File: config.mk
export PLATFORM = sky130hd
export DESIGN_NAME = apm_meas_ctrl_flat
export DESIGN_NICKNAME = d
export VERILOG_FILES = /design/src/rtl/apm_meas_pkg.sv /design/src/rtl/apm_meas_ctrl_if.sv /design/src/rtl/apm_osc_sync_edge.sv /design/src/rtl/apm_meas_ctrl.sv /design/src/flat_wrapper.sv
export SDC_FILE = /design/constraint.sdc
export NUM_CORES = 1
export LEC_CHECK = 0
export ABC_AREA = 1
export CAP_MARGIN = 25
export CORE_MARGIN = 4
export CORE_UTILIZATION = 54
export CTS_CLUSTER_SIZE = 16
export DETAILED_ROUTE_END_ITERATION = 12
export PLACE_DENSITY_LB_ADDON = 0.05
export SYNTH_ARGS = -nofsm -noshare
export SYNTH_HDL_FRONTEND = slang
export SYNTH_SLANG_ARGS = --single-unit
File: constraint.sdc
create_clock -name clk -period 2.45 [get_ports clk]
set_clock_uncertainty 0.15 [all_clocks]
set_input_delay 0.3675 -clock clk [delete_from_list [all_inputs] [get_ports clk]]
set_output_delay 0.3675 -clock clk [all_outputs]
set_load 0.1 [all_outputs]
File: src/rtl/apm_meas_pkg.sv
`timescale 1ns/1ps
`default_nettype none
// ============================================================================
// Module   : apm_meas_pkg
// Brief    : Shared types and helpers for the APM measurement controller.
// Revision : 1.0 - initial release
// ============================================================================
package apm_meas_pkg;

    typedef enum logic [2:0] {
        IDLE    = 3'd0,
        SETTLE  = 3'd1,
        WARM    = 3'd2,
        MEASURE = 3'd3,
        DONE    = 3'd4
    } apm_meas_state_e;

    typedef struct packed {
        logic       cal;
        logic       step;
        logic       osc_sel;
        logic [1:0] xtor_sel;
        logic [3:0] mux_sel;
        logic [3:0] vdac_sel;
    } apm_cfg_t;

    function automatic int apm_max(input int a, input int b);
        return (a > b) ? a : b;
    endfunction

endpackage : apm_meas_pkg
`default_nettype wire

File: src/rtl/apm_meas_ctrl_if.sv
`timescale 1ns/1ps
`default_nettype none
// ============================================================================
// Module   : apm_meas_ctrl_if
// Brief    : Request/response handshake bundle of the APM measurement controller.
// Revision : 1.0 - initial release
// ============================================================================
interface apm_meas_ctrl_if #(
    parameter int WIN_W = 16,
    parameter int CNT_W = 16
) ();
    logic             req_valid;
    logic             req_ready;
    logic             req_cal;
    logic             req_step;
    logic             req_osc_sel;
    logic [1:0]       req_xtor_sel;
    logic [3:0]       req_mux_sel;
    logic [3:0]       req_vdac_sel;
    logic [WIN_W-1:0] req_win;
    logic             abort;
    logic             rsp_valid;
    logic             rsp_ready;
    logic [CNT_W-1:0] rsp_count;
    logic             rsp_sat;
    logic             rsp_abort;
    logic             busy;

    modport master (
        output req_valid, req_cal, req_step, req_osc_sel, req_xtor_sel,
               req_mux_sel, req_vdac_sel, req_win, abort, rsp_ready,
        input  req_ready, rsp_valid, rsp_count, rsp_sat, rsp_abort, busy
    );

    modport slave (
        input  req_valid, req_cal, req_step, req_osc_sel, req_xtor_sel,
               req_mux_sel, req_vdac_sel, req_win, abort, rsp_ready,
        output req_ready, rsp_valid, rsp_count, rsp_sat, rsp_abort, busy
    );
endinterface : apm_meas_ctrl_if
`default_nettype wire

File: src/rtl/apm_osc_sync_edge.sv
`timescale 1ns/1ps
`default_nettype none
// ============================================================================
// Module   : apm_sync / apm_osc_sync_edge
// Brief    : Multi-flop synchronizer, and a variant adding a rising-edge pulse.
// Revision : 1.0 - initial release
// ============================================================================
module apm_sync #(
    parameter int SYNC_STG = 2
) (
    input  logic clk,
    input  logic rst_b,
    input  logic async_in,
    output logic sync_out
);
    logic [SYNC_STG-1:0] r_sync;

    always_ff @(posedge clk or negedge rst_b) begin
        if (!rst_b) begin
            r_sync <= '0;
        end else begin
            r_sync <= {r_sync[SYNC_STG-2:0], async_in};
        end
    end

    assign sync_out = r_sync[SYNC_STG-1];
endmodule : apm_sync

module apm_osc_sync_edge #(
    parameter int SYNC_STG = 2
) (
    input  logic clk,
    input  logic rst_b,
    input  logic async_in,
    output logic rise
);
    logic w_sync;
    logic r_prev;

    apm_sync #(.SYNC_STG(SYNC_STG)) u_sync (
        .clk      (clk),
        .rst_b    (rst_b),
        .async_in (async_in),
        .sync_out (w_sync)
    );

    // Free-running history flop: no spurious edge when a window opens.
    always_ff @(posedge clk or negedge rst_b) begin
        if (!rst_b) begin
            r_prev <= 1'b0;
        end else begin
            r_prev <= w_sync;
        end
    end

    assign rise = w_sync & ~r_prev;
endmodule : apm_osc_sync_edge
`default_nettype wire

File: src/rtl/apm_meas_ctrl.sv
`timescale 1ns/1ps
`default_nettype none
// ============================================================================
// Module   : apm_meas_ctrl
// Brief    : Sequences APM HIP enables/selects and counts oscillator edges.
// Revision : 1.0 - initial release
// ============================================================================
module apm_meas_ctrl
    import apm_meas_pkg::*;
#(
    parameter int SETTLE_CYC = 64,
    parameter int WARM_CYC   = 16,
    parameter int WIN_W      = 16,
    parameter int CNT_W      = 16,
    parameter int SYNC_STG   = 2
) (
    input  logic            clk,
    input  logic            rst_b,
    apm_meas_ctrl_if.slave  bus,
    output logic            apm_en_cal,
    output logic            apm_en_osc,
    output logic            apm_en_sensor,
    output logic            apm_en_step,
    output logic            apm_osc_sel,
    output logic [1:0]      apm_xtor_sel,
    output logic [3:0]      apm_mux_sel,
    output logic [3:0]      apm_vdac_sel,
    input  logic            apm_osc_out,
    input  logic            apm_debug_out,
    output logic            dbg_sync
);
    localparam int c_TMR_W = apm_max(WIN_W,
                             apm_max($clog2(SETTLE_CYC + 1), $clog2(WARM_CYC + 1)));
    localparam logic [c_TMR_W-1:0] c_SETTLE_LD = c_TMR_W'(SETTLE_CYC - 1);
    localparam logic [c_TMR_W-1:0] c_WARM_LD   = c_TMR_W'(WARM_CYC - 1);

    apm_meas_state_e    r_state;
    apm_cfg_t           r_cfg;
    logic [WIN_W-1:0]   r_win;
    logic [c_TMR_W-1:0] r_timer;
    logic [CNT_W-1:0]   r_count;
    logic               r_sat;
    logic               r_abort;
    logic               r_rsp_valid;
    logic               r_req_ready;
    logic               r_busy;
    logic               r_en_cal;
    logic               r_en_osc;
    logic               r_en_sensor;
    logic               r_en_step;

    logic               w_osc_rise;
    logic               w_run;
    logic               w_timer_zero;
    logic [c_TMR_W-1:0] w_meas_ld;

    apm_osc_sync_edge #(.SYNC_STG(SYNC_STG)) u_osc_edge (
        .clk      (clk),
        .rst_b    (rst_b),
        .async_in (apm_osc_out),
        .rise     (w_osc_rise)
    );

    apm_sync #(.SYNC_STG(SYNC_STG)) u_dbg_sync (
        .clk      (clk),
        .rst_b    (rst_b),
        .async_in (apm_debug_out),
        .sync_out (dbg_sync)
    );

    assign w_run        = (r_state == SETTLE) || (r_state == WARM) || (r_state == MEASURE);
    assign w_timer_zero = (r_timer == '0);
    // A zero-length window still measures for one cycle.
    assign w_meas_ld    = (r_win == '0) ? '0 : c_TMR_W'(r_win - 1'b1);

    always_ff @(posedge clk or negedge rst_b) begin
        if (!rst_b) begin
            r_state     <= IDLE;
            r_cfg       <= '0;
            r_win       <= '0;
            r_timer     <= '0;
            r_count     <= '0;
            r_sat       <= 1'b0;
            r_abort     <= 1'b0;
            r_rsp_valid <= 1'b0;
            r_req_ready <= 1'b0;
            r_busy      <= 1'b0;
            r_en_cal    <= 1'b0;
            r_en_osc    <= 1'b0;
            r_en_sensor <= 1'b0;
            r_en_step   <= 1'b0;
        end else begin
            if (w_run && bus.abort) begin
                r_state     <= DONE;
                r_abort     <= 1'b1;
                r_rsp_valid <= 1'b1;
                r_en_cal    <= 1'b0;
                r_en_osc    <= 1'b0;
                r_en_sensor <= 1'b0;
                r_en_step   <= 1'b0;
            end else begin
                case (r_state)
                    IDLE: begin
                        if (bus.req_valid && r_req_ready) begin
                            r_state        <= SETTLE;
                            r_req_ready    <= 1'b0;
                            r_busy         <= 1'b1;
                            r_cfg.cal      <= bus.req_cal;
                            r_cfg.step     <= bus.req_step;
                            r_cfg.osc_sel  <= bus.req_osc_sel;
                            r_cfg.xtor_sel <= bus.req_xtor_sel;
                            r_cfg.mux_sel  <= bus.req_mux_sel;
                            r_cfg.vdac_sel <= bus.req_vdac_sel;
                            r_win          <= bus.req_win;
                            r_timer        <= c_SETTLE_LD;
                            r_count        <= '0;
                            r_sat          <= 1'b0;
                            r_abort        <= 1'b0;
                            r_en_sensor    <= 1'b1;
                            r_en_cal       <= bus.req_cal;
                        end else begin
                            r_req_ready <= 1'b1;
                        end
                    end
                    SETTLE: begin
                        if (w_timer_zero) begin
                            r_state   <= WARM;
                            r_timer   <= c_WARM_LD;
                            r_en_osc  <= 1'b1;
                            r_en_step <= r_cfg.step;
                            r_en_cal  <= r_cfg.cal;
                        end else begin
                            r_timer <= r_timer - 1'b1;
                        end
                    end
                    WARM: begin
                        if (w_timer_zero) begin
                            r_state <= MEASURE;
                            r_timer <= w_meas_ld;
                        end else begin
                            r_timer <= r_timer - 1'b1;
                        end
                    end
                    MEASURE: begin
                        if (w_timer_zero) begin
                            r_state     <= DONE;
                            r_rsp_valid <= 1'b1;
                            r_en_cal    <= 1'b0;
                            r_en_osc    <= 1'b0;
                            r_en_sensor <= 1'b0;
                            r_en_step   <= 1'b0;
                        end else begin
                            r_timer <= r_timer - 1'b1;
                        end
                    end
                    DONE: begin
                        if (bus.rsp_ready) begin
                            r_state     <= IDLE;
                            r_rsp_valid <= 1'b0;
                            r_busy      <= 1'b0;
                            r_req_ready <= 1'b1;
                        end
                    end
                    default: r_state <= IDLE;
                endcase
            end

            // Edges in the aborting cycle still count toward the partial result.
            if ((r_state == MEASURE) && w_osc_rise) begin
                if (&r_count) begin
                    r_sat <= 1'b1;
                end else begin
                    r_count <= r_count + 1'b1;
                end
            end
        end
    end

    assign bus.req_ready = r_req_ready;
    assign bus.rsp_valid = r_rsp_valid;
    assign bus.rsp_count = r_count;
    assign bus.rsp_sat   = r_sat;
    assign bus.rsp_abort = r_abort;
    assign bus.busy      = r_busy;

    assign apm_en_cal    = r_en_cal;
    assign apm_en_osc    = r_en_osc;
    assign apm_en_sensor = r_en_sensor;
    assign apm_en_step   = r_en_step;
    assign apm_osc_sel   = r_cfg.osc_sel;
    assign apm_xtor_sel  = r_cfg.xtor_sel;
    assign apm_mux_sel   = r_cfg.mux_sel;
    assign apm_vdac_sel  = r_cfg.vdac_sel;
endmodule : apm_meas_ctrl
`default_nettype wire
File: src/flat_wrapper.sv
// flat-port wrapper written by rule: the top's interface ports become plain ports
module apm_meas_ctrl_flat import apm_meas_pkg::*;
#(
    parameter int SETTLE_CYC = 64,
    parameter int WARM_CYC   = 16,
    parameter int WIN_W      = 16,
    parameter int CNT_W      = 16,
    parameter int SYNC_STG   = 2
)
  (clk, rst_b, apm_en_cal, apm_en_osc, apm_en_sensor, apm_en_step, apm_osc_sel, apm_xtor_sel, apm_mux_sel, apm_vdac_sel, apm_osc_out, apm_debug_out, dbg_sync, bus_req_valid, bus_req_cal, bus_req_step, bus_req_osc_sel, bus_req_xtor_sel, bus_req_mux_sel, bus_req_vdac_sel, bus_req_win, bus_abort, bus_rsp_ready, bus_req_ready, bus_rsp_valid, bus_rsp_count, bus_rsp_sat, bus_rsp_abort, bus_busy);
  apm_meas_ctrl_if #(.WIN_W(WIN_W), .CNT_W(CNT_W)) bus_i ();
  input  logic clk;
  input  logic rst_b;
  output logic apm_en_cal;
  output logic apm_en_osc;
  output logic apm_en_sensor;
  output logic apm_en_step;
  output logic apm_osc_sel;
  output logic [1:0] apm_xtor_sel;
  output logic [3:0] apm_mux_sel;
  output logic [3:0] apm_vdac_sel;
  input  logic apm_osc_out;
  input  logic apm_debug_out;
  output logic dbg_sync;
  input wire logic [$bits(bus_i.req_valid)-1:0] bus_req_valid;
  input wire logic [$bits(bus_i.req_cal)-1:0] bus_req_cal;
  input wire logic [$bits(bus_i.req_step)-1:0] bus_req_step;
  input wire logic [$bits(bus_i.req_osc_sel)-1:0] bus_req_osc_sel;
  input wire logic [$bits(bus_i.req_xtor_sel)-1:0] bus_req_xtor_sel;
  input wire logic [$bits(bus_i.req_mux_sel)-1:0] bus_req_mux_sel;
  input wire logic [$bits(bus_i.req_vdac_sel)-1:0] bus_req_vdac_sel;
  input wire logic [$bits(bus_i.req_win)-1:0] bus_req_win;
  input wire logic [$bits(bus_i.abort)-1:0] bus_abort;
  input wire logic [$bits(bus_i.rsp_ready)-1:0] bus_rsp_ready;
  output wire logic [$bits(bus_i.req_ready)-1:0] bus_req_ready;
  output wire logic [$bits(bus_i.rsp_valid)-1:0] bus_rsp_valid;
  output wire logic [$bits(bus_i.rsp_count)-1:0] bus_rsp_count;
  output wire logic [$bits(bus_i.rsp_sat)-1:0] bus_rsp_sat;
  output wire logic [$bits(bus_i.rsp_abort)-1:0] bus_rsp_abort;
  output wire logic [$bits(bus_i.busy)-1:0] bus_busy;
  assign bus_i.req_valid = bus_req_valid;
  assign bus_i.req_cal = bus_req_cal;
  assign bus_i.req_step = bus_req_step;
  assign bus_i.req_osc_sel = bus_req_osc_sel;
  assign bus_i.req_xtor_sel = bus_req_xtor_sel;
  assign bus_i.req_mux_sel = bus_req_mux_sel;
  assign bus_i.req_vdac_sel = bus_req_vdac_sel;
  assign bus_i.req_win = bus_req_win;
  assign bus_i.abort = bus_abort;
  assign bus_i.rsp_ready = bus_rsp_ready;
  assign bus_req_ready = bus_i.req_ready;
  assign bus_rsp_valid = bus_i.rsp_valid;
  assign bus_rsp_count = bus_i.rsp_count;
  assign bus_rsp_sat = bus_i.rsp_sat;
  assign bus_rsp_abort = bus_i.rsp_abort;
  assign bus_busy = bus_i.busy;
  apm_meas_ctrl #(.SETTLE_CYC(SETTLE_CYC), .WARM_CYC(WARM_CYC), .WIN_W(WIN_W), .CNT_W(CNT_W), .SYNC_STG(SYNC_STG)) u_core (.clk(clk), .rst_b(rst_b), .bus(bus_i), .apm_en_cal(apm_en_cal), .apm_en_osc(apm_en_osc), .apm_en_sensor(apm_en_sensor), .apm_en_step(apm_en_step), .apm_osc_sel(apm_osc_sel), .apm_xtor_sel(apm_xtor_sel), .apm_mux_sel(apm_mux_sel), .apm_vdac_sel(apm_vdac_sel), .apm_osc_out(apm_osc_out), .apm_debug_out(apm_debug_out), .dbg_sync(dbg_sync));
endmodule
==> results.tsv, run 1 <==
metric	value	unit
critPathLaunchType	flop	
detail-route-antenna-nets	0	
synth.yosys.seq_area_share	0.422	
drt_first_iter_violations	223	
dr.pass1.iters	5	
synth_top_cell_area_share	0.422	
core_area	0.00826	mm^2
clkSinkCount	78	
grt_max_degree	39	
start_util	0.560	
row_count	33	
period_share	0.892	
synth_cells	665	
synth_common_cells	nand2_1 (238), nor2_1 (94), dfrtp_1 (78)	
max_slew_margin	0.645	
h-tree-depth	3	
power_switching	3240	uW
antenna_found_initial	0	
routedWlPerCell	13.0	um
drt-total-wl	10900	um
die_h	101	um
vias_per_cell	5.11	
p_leak	0.00284	uW
synth_most_common_cell	nand2_1	
grt_pass1_wl	18700	um
max_freq	0.457	GHz
synth.distinct_cells	31	
status	complete, no violations	
drv_cap	0	
ios	73	
synth_top_area_cell	dfrtp_1	
clockRootBuffer	clkbuf_8	
cts_tree	built	
drive_gt1_frac	0.114	
peakVddDrop	1.03	mV
synth-seq-cells	78	
synth_area	0.00462	mm^2
min_from	u_core.u_osc_edge.u_sync.r_sync[0]	
cts.clk_slew.worst_paths	0.08	ns
worstPathArrival	2.26	ns
drcViolationCount	0	
cts-resized-gates	0	
clk_latency	0.34	ns
io_buffers	72	
combPwrFrac	0.523	
power.density	1130	mW/mm^2
grt_setup_unrepaired	false	
async_flop_share	1.00	
ys.flop_type	dfrtp_1	
grt_overflow	0	
cp_max_fo	13	
crit_type	reg -> reg	
p_int	2990	uW
tns	0	ns
final_nets	772	
dieWidth	101	um
holdCritPathClass	reg -> reg	
cp.required	2.52	ns
cts_buffer_depth	2	
synth_edf_count	0	
r2r-start	u_core.r_timer[0]	
final_max_slew_viol_count	0	
startpoint	u_core.r_timer[0]	
post-dp-hpwl	8320	um
grt_pass1_vias	4053	
route.vias.total	4304	
yosys_warnings	0	
place_ws	0.322	ns
synth_nets	705	
syn2layout_area_growth	19.1	%
worstMarginPinSlew	0.533	ns
p_sw_frac	0.521	
power_frac_clock	0.160	
worstSetupEndpointType	flop	
cts_setup_buffers	0	
n_antenna_cell	0	
cts_buffers	9	
seq_power_share	0.317	
die-area	0.0101	mm^2
finalWorstSetupSlack	0.264	ns
finalHoldViolCount	0	
synth_area_leaders	dfrtp_1 (42%), nand2_1 (19%), nor2_1 (7.6%)	
post-route-min-period	2.19	ns
synth.avg_cell_area	6.95	um^2
setup_violations	0	
grt.total_usage	0.226	
place_congestion	0.956	
-- critical path, stage by stage, from the launching register on --
cell	delay (ns)
dfrtp_1	0.44
inv_1	0.15
ha_1	0.16
nand2_1	0.05
nor2_1	0.15
nand2_1	0.21
buf_4	0.25
nand2_1	0.06
nand2_1	0.13
o21ai_0	0.12
nand2_1	0.07
nand2_1	0.06
nand2_1	0.06
-- what timing repair did --
item | in CTS | in global routing
hold buffers | 1 | 0
endpoints found under the setup margin | 0 | 0
endpoints found under the hold margin | 35 | 0
-- cell type report --
class,count,area (um^2)
fill,752,2750
multi-input combinational,498,2270
sequential,78,1950
timing repair buffer,79,693
inverter,66,248
clock buffer,10,138
tap,105,131
clock inverter,6,71.3
-- registers in the layout, summed over array words and instances, names as in the netlist --
name / count
u_core.apm_osc_sel: 1
u_core.bus.rsp_valid: 1
u_core.apm_en_sensor: 1
u_core.apm_vdac_sel: 4
u_core.apm_en_step: 1
u_core.r_cfg: 2
u_core.r_win: 16
u_core.bus.busy: 1
u_core.apm_mux_sel: 4
u_core.r_timer: 16
u_core.apm_xtor_sel: 2
u_core.apm_en_osc: 1
u_core.r_state: 3
u_core.apm_en_cal: 1
u_core.u_dbg_sync.r_sync: 2
u_core.u_osc_edge.r_prev: 1
u_core.u_osc_edge.u_sync.r_sync: 2
u_core.bus.rsp_count: 16
u_core.bus.rsp_abort: 1
u_core.bus.rsp_sat: 1
u_core.bus.req_ready: 1
-- power groups by stage --
| stage | registers [uW] | clock network [uW] | logic [uW] |
|---|---|---|---|
| after floorplan | 2470 | 0 | 2130 |
| after global placement | 1980 | 0 | 3220 |
| after detailed placement | 1990 | 0 | 3260 |
| after CTS | 1970 | 1020 | 3270 |
| after global routing | 2020 | 1070 | 3560 |
| final | 1980 | 994 | 3260 |
-- cells by family after synthesis --
logic type,share of synthesized area
and+or+nand+nor,0.383
buffers and inverters,0.0866
DFF,0.422
AOI/OAI and AO/OA,0.0647
xor gates and xnor gates,0.0322
adders and majority gates,0.0108
-- placed cells by master, fill, tap and decap left out, drive strengths merged --
cell type,count
nand2,244
nor2,100
dfrtp,78
inv,66
nand3,57
buf,44
o21ai,35
clkdlybuf4s50,34
a21oi,17
xor2,13
clkbuf,10
nor3,8
nand4,6
xnor2,4
ha,4
nand3b,3
o211ai,3
clkinv,3
or2,2
clkinvlp,2
a2bb2oi,1
o21a,1
bufinv,1
dlygate4sd3,1
-- metal layers --
| metal | part of all wire | up-vias | track usage |
|---|---|---|---|
| li1 | - | 2206 | - |
| met1 | 0.46 | 1962 | 0.316 |
| met3 | 0.064 | 11 | 0.0457 |
| met2 | 0.46 | 125 | 0.362 |
| met4 | 0.0097 | 0 | 0.0591 |
| met5 | 0 | - | 0 |
-- worst paths after layout --
check	endpoint	slack (ns)	cells after the start
max	u_core.r_timer[12]	0.26	12
min	u_core.u_osc_edge.u_sync.r_sync[1]	0.20	0
max reg2reg	u_core.r_timer[12]	0.26	12
min reg2reg	u_core.u_osc_edge.u_sync.r_sync[1]	0.20	0
max in group asynchronous	u_core.bus.rsp_count[8]	1.16	3
min in group asynchronous	u_core.r_timer[15]	0.39	2
-- through the flow --
stage	utilization	power [uW]	std cells	area [um^2]	hold WS, ns
after floorplan	-	4600	665	4620	-0.0781
after global placement	0.640	5200	825	5290	0.182
after detailed placement	0.640	5250	825	5290	0.186
after CTS	0.667	6260	842	5510	0.204
after global routing	0.667	6660	842	5510	0.215
final	0.667	6230	842	5510	0.201
Note: power is estimated with default switching activity, not from simulation.
==> inputs of run 2 (changes only) <==
--- a/config.mk
+++ b/config.mk
@@ -11,6 +11,7 @@
 export CORE_UTILIZATION = 54
 export CTS_CLUSTER_SIZE = 16
 export DETAILED_ROUTE_END_ITERATION = 12
+export MAX_ROUTING_LAYER = met4
 export PLACE_DENSITY_LB_ADDON = 0.05
 export SYNTH_ARGS = -nofsm -noshare
 export SYNTH_HDL_FRONTEND = slang
==> results.tsv, run 2 (same netlist as run 1, synthesis figures left out) <==
metric	value	unit	change
min_from	u_core.u_dbg_sync.r_sync[0]		
h-tree-depth	3		unchanged
hold_depth	0		unchanged
ff2ff_path_depth	12		unchanged
final_common_cell	nand2_1		
drt-total-wl	11300	um	+3.5%
cpPeakStageDelay	0.44	ns	about the same
cts_buffers	9		unchanged
drive_gt1_frac	0.114		+0.000155
path_cells	inv_1, ha_1, nand2_1, nor2_1, nand2_2, buf_4, nand2_1, nand2_1, o21ai_0, nand2_1, nand2_1, nand2_1		
place_ws	0.320	ns	-0.00209 ns
peakVddDrop	1.14	mV	+11%
clockRootBuffer	clkbuf_8		
cp.required	2.54	ns	+0.02 ns
syn2layout_area_growth	19.5	%	
cp_top_family	simple AND/OR/NAND/NOR gates		
vias_per_cell	5.19		+1.5%
max_slew_margin	0.666		+0.0216
dieWidth	101	um	unchanged
final_cell_mix	nand2_1 (237), nor2_1 (93), dfrtp_1 (78)		
ios	73		unchanged
die_h	101	um	unchanged
row_count	33		unchanged
grt_pass1_wl	19600	um	+4.5%
period_share	0.866		-0.0261
clk_latency	0.35	ns	about the same
grt_pass1_vias	4268		+5.3%
cts_buffer_depth	2		unchanged
antenna_found_initial	0		unchanged
place_congestion	0.964		+0.89%
max_freq	0.471	GHz	+3.0%
grt_setup_unrepaired	false		
cts_setup_buffers	0		unchanged
holdCritPathClass	reg -> reg		
drt_first_iter_violations	224		+0.45%
grt_overflow	0		unchanged
critPathLaunchType	flop		
drv_cap	0		unchanged
crit_top_cell	nand2_1		
power.density	1160	mW/mm^2	+2.2%
finalHoldViolCount	0		unchanged
start_util	0.560		unchanged
cts.clk_slew.worst_paths	0.09	ns	about the same
final_max_slew_viol_count	0		unchanged
status	complete, no violations		
tns	0	ns	unchanged
n_antenna_cell	0		unchanged
cts_tree	built		
crit_type	reg -> reg		
grt.total_usage	0.247		+0.0209
setup_violations	0		unchanged
core_area	0.00826	mm^2	unchanged
final_util	0.669		+0.00197
dr.pass1.iters	5		unchanged
post-dp-hpwl	8500	um	+2.2%
r2r_end	u_core.r_timer[12]		
die-area	0.0101	mm^2	unchanged
p_leak	0.00285	uW	+0.23%
final_nets	771		-0.13%
rrSetupSlack	0.33	ns	+0.06 ns
cpMaxStageDelayCell	dfrtp_1		
worstPathArrival	2.22	ns	-0.04 ns
hold_end	u_core.u_dbg_sync.r_sync[1]		
cp_max_fo	13		unchanged
drcViolationCount	0		unchanged
io_buffers	72		unchanged
post-route-min-period	2.12	ns	-0.0640 ns
finalWorstSetupSlack	0.328	ns	+0.0640 ns
routedWlPerCell	13.4	um	+3.6%
holdWs	0.209	ns	+0.00790 ns
worstSetupEndpointType	flop		
worst-path-buf-inv	2		unchanged
grt_max_degree	62		+59%
clkSinkCount	78		unchanged
worstMarginPinSlew	0.499	ns	-0.0340 ns
route.vias.total	4365		+1.4%
r2r-start	u_core.r_timer[0]		
detail-route-antenna-nets	0		unchanged
run 2: changes by cell type in the layout (fill, tap and decap cells not counted), sizes merged:
cell / change
clkinv: -3
bufinv: +1
buf: -1
inv: +2
run 2: through the flow:
| stage | instances | cell area [um^2] | power (uW) |
|---|---|---|---|
| 2_1_floorplan | 665 | 4620 | 4600 |
| 3_3_place_gp | 824 | 5280 | 5200 |
| 3_5_place_dp | 824 | 5280 | 5270 |
| 4_1_cts | 841 | 5520 | 6390 |
| 5_1_grt | 841 | 5520 | 6820 |
| 6_report | 841 | 5520 | 6390 |
run 2: how the worst max path moves through the flow:
stage | start | cells past startpoint | to | slack, ns
floorplan | u_core.bus.rsp_count[0] | 10 | u_core.bus.rsp_count[0] | 0.0007
global placement | u_core.r_timer[0] | 12 | u_core.r_timer[8] | 0.43
detailed placement | u_core.r_timer[0] | 12 | u_core.apm_en_sensor | 0.32
CTS | u_core.r_timer[0] | 12 | u_core.apm_en_sensor | 0.31
global route | u_core.r_timer[0] | 10 | u_core.r_timer[5] | 0.10
finish | u_core.r_timer[0] | 12 | u_core.r_timer[12] | 0.33
run 2: area by class of cell:
type	count	area, um^2
flip-flops and latches	78	1950
well taps	105	131
fillers	744	2740
repair buffers	78	686
inverters	66	248
multi-input cells	498	2270
clock inverters	6	92.6
clock buffers	10	138
run 2: layer usage:
layer | up-vias | wire, um | GRT usage
met5 | - | 0 | -
met4 | 0 | 196 | 0.0829
met3 | 21 | 683 | 0.0353
met2 | 144 | 5330 | 0.385
met1 | 2004 | 5100 | 0.335
li1 | 2196 | - | -
run 2: where the power goes:
group	total, uW	switching, uW	internal, uW
logic	3290	2460	826
clock network	1110	503	609
registers	1980	327	1660
run 2: timing repair:
item                                   CTS  global route
endpoints found under the hold margin   17             0
gates resized for setup                  0             1
hold buffers                             1             0
setup endpoints to repair                0             1
==> inputs of run 3 (changes only) <==
--- a/config.mk
+++ b/config.mk
@@ -6,12 +6,10 @@
 export NUM_CORES = 1
 export LEC_CHECK = 0
 export ABC_AREA = 1
-export CAP_MARGIN = 25
 export CORE_MARGIN = 4
 export CORE_UTILIZATION = 54
 export CTS_CLUSTER_SIZE = 16
 export DETAILED_ROUTE_END_ITERATION = 12
-export MAX_ROUTING_LAYER = met4
 export PLACE_DENSITY_LB_ADDON = 0.05
 export SYNTH_ARGS = -nofsm -noshare
 export SYNTH_HDL_FRONTEND = slang
==> results of run 3 <==
Same layout as run 1: the final DEF is identical, and so are final timing and power.
